## config.mk

```make
export PLATFORM = sky130hd
export DESIGN_NAME = if_id_fifo
export DESIGN_NICKNAME = d
export VERILOG_FILES = /design/src/rtl/if_id_fifo.sv
export SDC_FILE = /design/constraint.sdc
export NUM_CORES = 1
export LEC_CHECK = 0
export ABC_AREA = 1
export BUFFER_PORTS_ARGS = -buffer_cell sky130_fd_sc_hd__buf_2
export CAP_MARGIN = 20
export CORE_AREA = 2 2 156 158
export CTS_CLUSTER_SIZE = 24
export DETAILED_ROUTE_END_ITERATION = 8
export DIE_AREA = 0 0 158 160
export PLACE_DENSITY = 0.74
export SYNTH_ARGS = -nofsm -noshare
export SYNTH_HDL_FRONTEND = slang
export SYNTH_SLANG_ARGS = --single-unit
export TNS_END_PERCENT = 30
```

## constraint.sdc

```tcl
create_clock -name clk -period 4.2 [get_ports clk]
set_input_delay 0.42 -clock clk [delete_from_list [all_inputs] [get_ports clk]]
set_output_delay 0.42 -clock clk [all_outputs]
set_load 0.005 [all_outputs]
```

## src/rtl/if_id_fifo.sv

```systemverilog
// Purpose : DEPTH-entry {pc, inst} instruction buffer between fetch (IF) and decode (ID).
// Latency : an entry pushed at edge N is visible on id_* right after that edge; up to 1 instr/cycle.
// Backpres: if_ready drops when full, and IF holds its request. id_ready is ignored while empty.
//
// Ports:
//   clk, rst        clock, synchronous active-high reset
//   flush           discard every buffered entry; an instruction offered in the same cycle is dropped
//   if_valid/if_ready, if_pc/if_inst   fetch-side handshake and payload
//   if_afull        occupancy >= AFULL_LVL, for fetch throttling
//   id_valid/id_ready, id_pc/id_inst   decode-side handshake and head payload (bubble when empty)
//   count           current occupancy, 0..DEPTH
module if_id_fifo #(
  parameter int unsigned      ADDR_W    = 32,
  parameter int unsigned      INST_W    = 32,
  parameter int unsigned      DEPTH     = 4,
  parameter int unsigned      AFULL_LVL = DEPTH - 1,
  parameter logic [INST_W-1:0] NOP_INST = {INST_W{1'b0}}
) (
  input  logic                       clk,
  input  logic                       rst,
  input  logic                       flush,
  input  logic                       if_valid,
  input  logic [ADDR_W-1:0]          if_pc,
  input  logic [INST_W-1:0]          if_inst,
  output logic                       if_ready,
  output logic                       if_afull,
  output logic                       id_valid,
  input  logic                       id_ready,
  output logic [ADDR_W-1:0]          id_pc,
  output logic [INST_W-1:0]          id_inst,
  output logic [$clog2(DEPTH+1)-1:0] count
);

  localparam int unsigned PTR_W = $clog2(DEPTH);
  localparam int unsigned CNT_W = $clog2(DEPTH + 1);
  localparam logic [CNT_W-1:0] DEPTH_C = CNT_W'(DEPTH);

  typedef struct packed {
    logic [ADDR_W-1:0] pc;
    logic [INST_W-1:0] inst;
  } entry_t;

  entry_t             mem [DEPTH];
  logic [PTR_W-1:0]   head;
  logic [PTR_W-1:0]   tail;
  logic [CNT_W-1:0]   cnt_q;
  entry_t             head_ent;
  logic               push;
  logic               pop;
  logic               clear;

  // All outputs come from registered state only; if_valid and id_ready only
  // steer the next state.
  assign if_ready = (cnt_q != DEPTH_C);
  assign id_valid = (cnt_q != '0);
  assign if_afull = (32'(cnt_q) >= AFULL_LVL);
  assign count    = cnt_q;
  assign head_ent = mem[head];
  assign id_pc    = id_valid ? head_ent.pc   : '0;
  assign id_inst  = id_valid ? head_ent.inst : NOP_INST;

  // A pop in the same cycle never opens a slot for a push when full:
  // if_ready depends only on the registered count.
  assign push  = if_valid & if_ready;
  assign pop   = id_valid & id_ready;
  assign clear = rst | flush;

  always_ff @(posedge clk) begin
    if (clear) begin
      head  <= '0;
      tail  <= '0;
      cnt_q <= '0;
    end else begin
      if (push) tail <= tail + PTR_W'(1);
      if (pop)  head <= head + PTR_W'(1);
      case ({push, pop})
        2'b10:   cnt_q <= cnt_q + CNT_W'(1);
        2'b01:   cnt_q <= cnt_q - CNT_W'(1);
        default: cnt_q <= cnt_q;
      endcase
    end
  end

  // Storage is not cleared on reset or flush. Entries past the pointers are never observed.
  always_ff @(posedge clk) begin
    if (push && !clear) mem[tail] <= '{pc: if_pc, inst: if_inst};
  end

  always_ff @(posedge clk) begin
    assert ((DEPTH >= 2) && ((DEPTH & (DEPTH - 1)) == 0))
      else $error("if_id_fifo: DEPTH must be a power of two >= 2");
    if (!rst) begin
      assert (cnt_q <= DEPTH_C)
        else $error("if_id_fifo: occupancy exceeds DEPTH");
    end
  end

endmodule

```

# [Word level (Yosys, flattened, before mapping)]
# Memory sizes are Yosys's and may differ from the RTL's. A register that Yosys moved wholly into a read port is not among the register bits.
# Index checks and enable logic that the tools add are counted.
[totals] mem_count=1 ramBits=256 reg_bits=7 word_cells=26
[mem_list] name="mem" words=4 width=64 read_ports=1 rd_clocked_by_memory_dff=1 write_ports=1 line="43" source="entry_t mem [DEPTH];"
[op_classes] mux=7 n_addsub=4 magnitude_cmp=1 eq_ne=3 n_bitwise=3 reduce_logical=4
[ops] cell="$mux W32" count=2
[ops] cell="$pmux W3 S2" count=1
[ops] cell="$add A2 B1 Y2 const B" count=2
[ops] cell="$mux W2" count=2
[ops] cell="$add A3 B1 Y3 const B" count=1
[ops] cell="$ge A3 B2 Y1 const B" count=1
[ops] cell="$ne A3 B3 Y1 const B" count=1
[ops] cell="$reduce_bool A3 Y1" count=1
[ops] cell="$sub A3 B1 Y3 const B" count=1
[ops] cell="$and A1 B1 Y1" count=2
[ops] cell="$eq A2 B1 Y1 const B" count=1
[ops] cell="$eq A2 B2 Y1 const B" count=1
[ops] cell="$mux W1" count=2
[ops] cell="$reduce_bool A2 Y1" count=1
[ops] cell="$logic_and A1 B1 Y1" count=1
[ops] cell="$logic_not A1 Y1" count=1
[ops] cell="$or A1 B1 Y1" count=1

# [Depth between registers and ports, before layout]
[depth] depth_word=5 depth_mapped=13

# [Worst setup path after synthesis]
# OpenSTA, ideal clock, no wires.
[synth_timing] path_type="register -> register" from="register cnt_q[0], in the netlist count[0]" to="memory mem[0][0] (netlist bit) (enable)" setup_time_ps=487 stages_incl_launch_ff=5 required_time_ps=3713 arrival_time_ps=3614 n_path_buf=0 path_slack_ps=99 cell_sequence="dfxtp_1 > nor2_1 > a21boi_0 > nand2_1 > nor2_1"
[synth_via] elab_chain_cells=5
[synth_lines] element="start, declared" line="46" source="logic [CNT_W-1:0] cnt_q;"
[synth_lines] element="start signal, assigned" line="77" source="2'b10: cnt_q <= cnt_q + CNT_W'(1);"
[synth_lines] element="start signal, assigned" line="78" source="2'b01: cnt_q <= cnt_q - CNT_W'(1);"
[synth_lines] element="start signal, assigned" line="79" source="default: cnt_q <= cnt_q;"
[synth_lines] element="$ne A3 B3 Y1" line="54" source="assign if_ready = (cnt_q != DEPTH_C);"
[synth_lines] element="$and A1 B1 Y1" line="64" source="assign push = if_valid & if_ready;"
[synth_lines] element="$logic_and A1 B1 Y1" line="86" source="if (push && !clear) mem[tail] <= '{pc: if_pc, inst: if_inst};"
[synth_lines] element="$mux W1" line="86"
[synth_lines] element="$mux W1 (not written as such)" line="86"
[synth_lines] element="end, declared" line="43"
# Every way passes these cells.

==> results <==
- For this block, the initial DRC count from the detailed router was 454.
- The y dimension of the die is 160 um.
- The synthesized design spends more area on one cell type than any other, namely edfxtp_1.
- The share of synthesized area occupied by flip-flops and latches is 0.7523.
- The required time at the worst-slack endpoint is roughly 3.8 ns.
- The number of slew-limit violations in the final report is 0.
- The number of nets in the final layout is 1040.
- The total of buffers placed on input and output ports is approximately 140.
- Of the cells placed in the final design, the portion with a size suffix greater than 1 is 0.2069.
- The post-detailed-route via-to-cell ratio is 5.030.
- Counting distinct cell types in the post-synthesis netlist gives 19.
- The async set-or-reset flop fraction in the synthesized netlist is 0.
- The number of clock buffers added by TritonCTS is 28.
- The terminus of the critical flop-to-flop path is mem[3][46].
- The start of the worst register-to-register path is count[0].
- The analysis attributes to cell leakage a power of 4.477 nW.
- The peak ir drop on the vdd network is 0.3755 mV.
- For this design, the sink count on the clock tree is about 270.
- At the later pin of the worst-skew pair, clock insertion delay measures between 0.5 and 0.6 ns.
- The final worst-path cycle share is 0.7095.
- The total overflow left after global routing is 0.
- The routability-driven placement congestion ratio is approximately 0.73.
- The synthesized area divided by synthesized cell count is 12.63 um^2.
- The post-route DRC violation count is 0.
- The final routed wire length divided by cell count is 16.79 um.
- The most used flip-flop cell after synthesis is edfxtp_1.
- The number of antenna violations at the first check in global routing is 2.
- At the pin with the least slew margin, the transition time is 0.8669 ns.
- Setup slack on the worst reg-to-reg path comes out at approximately 1.9 ns.
- The overall fraction of global-route tracks in use is 0.1746.
- The area growth from synthesis to final layout is 17.64%.
- Of all nets on the critical path, the largest fanout is 86.
- The time the final worst path needs with I/O delays and setup is between 2 and 3 ns.
- The tree is rooted in a clkbuf_16.
- TritonCTS built the clock tree.
- The area fraction of the dominant cell type after synthesis is 0.7351.
- The depth of the worst register-to-register path is 5.
- The number of global-route vias before repair is 6539.
- By count the netlist is led by nor2_1 (271), edfxtp_1 (256), o21ai_0 (121).
- The path category of the worst min-delay check is in -> reg.
- The setup path with the least slack is of type reg -> out.
- The count of warnings emitted by yosys is 0.
- The total via count in the routed design is 6594.
- The run finished with clean final reports.
- After routing, the total negative slack on setup checks comes to 0 ns.
- Detailed placement ended at an HPWL of 12130 um.
- The pin count of the biggest net entering global routing is between 80 and 90.
- The number of hold-repair buffers added at the cts stage is 0.
- The clock-pin transition on the worst setup and hold timing paths is 0.06 ns.
- The chip width is ~160 um.
- Between clock sinks in the finished design, the worst skew comes to ~0.0098 ns.
- Setup repair after global routing left no endpoint under its margin.
- STA classifies the critical path endpoint as an output pin.
- The routed wire length is 22010 um.
- Counting every instance in the synthesized netlist gives between 800 and 900.
- The count of maximum capacitance violations is 0.
- Following the worst setup path forward leads to its endpoint at id_pc[18].
- The H-tree depth is 1.
- Once detail routing completed, the nets flagged for antenna violations numbered 0.
- The net count after synthesis is 903.
- The area of the die is 25280 um^2.
- For this run, the top clock speed supported by timing is 335.6 MHz.
- In this run the standard cell core region covers 23820 um^2.
- The clock passes through at most 3 buffers.
- The cell with the most instances after synthesis is nor2_1.
- Hold timing on the final database bottoms out at a slack of 0.09702 ns.
- The total iterations of the first detailed-routing run is 5.
- At the worst endpoint, the arrival time is approximately 2.6 ns.
- The first-pass GRT wire length is 34240 um.
- The starting utilization of the core area is 0.4390.
- Setup violations remaining at the end of the flow were counted as 0.
- The number of enable-type register cells in the synthesized netlist is 256.
- The top-level port count is 139.
- The worst relative slew slack is 0.4212.
- The final number of hold-violating endpoints is 0.
- After clock tree synthesis, the setup repair step added 0 buffers.
- The count of state elements after synthesis is approximately 270.
- The post-cts resize count is 0.
- For this design the ratio of total power to cell area is 456.2 nW/um^2.
- By area the synthesized netlist is led by edfxtp_1 (74%), nor2_1 (9.7%), o21ai_0 (5.8%).
- The nature of the critical path startpoint is a register.
- Summing every instance area after synthesis gives 10460 um^2.
- The initialized floorplan defines 57 standard-cell rows.
[kinds of logic (layout without fill, tap and decap cells)]
family / Yosys count / after routing / synth area share
other cells: 0 / 1 / 0
compound gates: 199 / 199 / 0.09548
flops: 265 / 265 / 0.7523
fa+ha+maj: 6 / 6 / 0.007897
buf+inv: 67 / 225 / 0.03900
simple gates: 291 / 291 / 0.1053
[worst min path at each step]
stage,startpoint,cells past startpoint,to
finish,if_inst[7],1,mem[1][7]
global route,if_pc[2],1,mem[3][34]
CTS,if_inst[7],1,mem[1][7]
detailed placement,head[1],2,register
global placement,head[1],2,register
floorplan,head[1],2,register
[cell type report]
type                    instances  area, um^2
fillers                      2080       11520
flip-flops and latches        265        7873
multi-input cells             496        2212
repair buffers                154       835.8
clock buffers                  35       748.2
well taps                     324       405.4
clock inverters                16       148.9
inverters                      20       76.32
diodes                          1       2.502
[state kept, by name (all words and copies together) (netlist names), named ones only]
register	count
count	3
mem	256
tail	2
head	2
[worst max-delay path: stages (launching register included)]
cell and delay (ns):
dfxtp_4 0.50, clkinv_2 0.10, buf_4 0.58, o21ai_0 0.25
a21oi_1 0.30, buf_2 0.17
[through the flow]
stage	setup slack, ns	std cells	util	instance area (um^2)	power, mW
after global routing	1.044	1311	0.5164	12300	5.802
after detailed placement	1.822	1259	0.4787	11400	3.296
after floorplan	0.09938	828	-	10460	3.157
final	1.220	1311	0.5164	12300	5.612
after CTS	1.242	1310	0.5163	12300	5.664
after global placement	1.866	1259	0.4787	11400	3.288
[layout by cell type, fill, tap and decap left out, types with 2 or more instances in the layout]
| cell | netlist | final |
|---|---|---|
| nor2_1 | 271 | 267 |
| edfxtp_1 | 256 | 256 |
| buf_2 | 8 | 138 |
| o21ai_0 | 121 | 121 |
| a21oi_1 | 67 | 67 |
| clkbuf_16 | 0 | 29 |
| inv_1 | 17 | 17 |
| nand2_1 | 15 | 15 |
| buf_4 | 5 | 14 |
| o21ai_1 | 10 | 10 |
| dfxtp_1 | 9 | 7 |
| clkbuf_1 | 13 | 6 |
| clkinv_2 | 0 | 5 |
| ha_1 | 5 | 5 |
| nor2_4 | 0 | 4 |
| nand3_1 | 4 | 4 |
| clkinv_1 | 0 | 4 |
| clkinv_4 | 0 | 3 |
| inv_2 | 3 | 2 |
| bufinv_16 | 0 | 2 |
| buf_12 | 0 | 2 |
[layer usage]
metal  global-route usage  share of wire  vias to the layer above
li1                     -              -                     3197
met1               0.2191           0.42                     3172
met2               0.3071           0.50                      186
met3              0.03501          0.061                       39
met4              0.04791          0.019                        0
met5                    0              0                        -
[report_power, final]
group	switching, mW	total [mW]	internal [mW]
Sequential	0.0132	2.94	2.93
Combinational	0.190	0.293	0.103
Clock	0.984	2.38	1.39
Total	1.19	5.61	4.43
(Power assumes the default switching activity.)
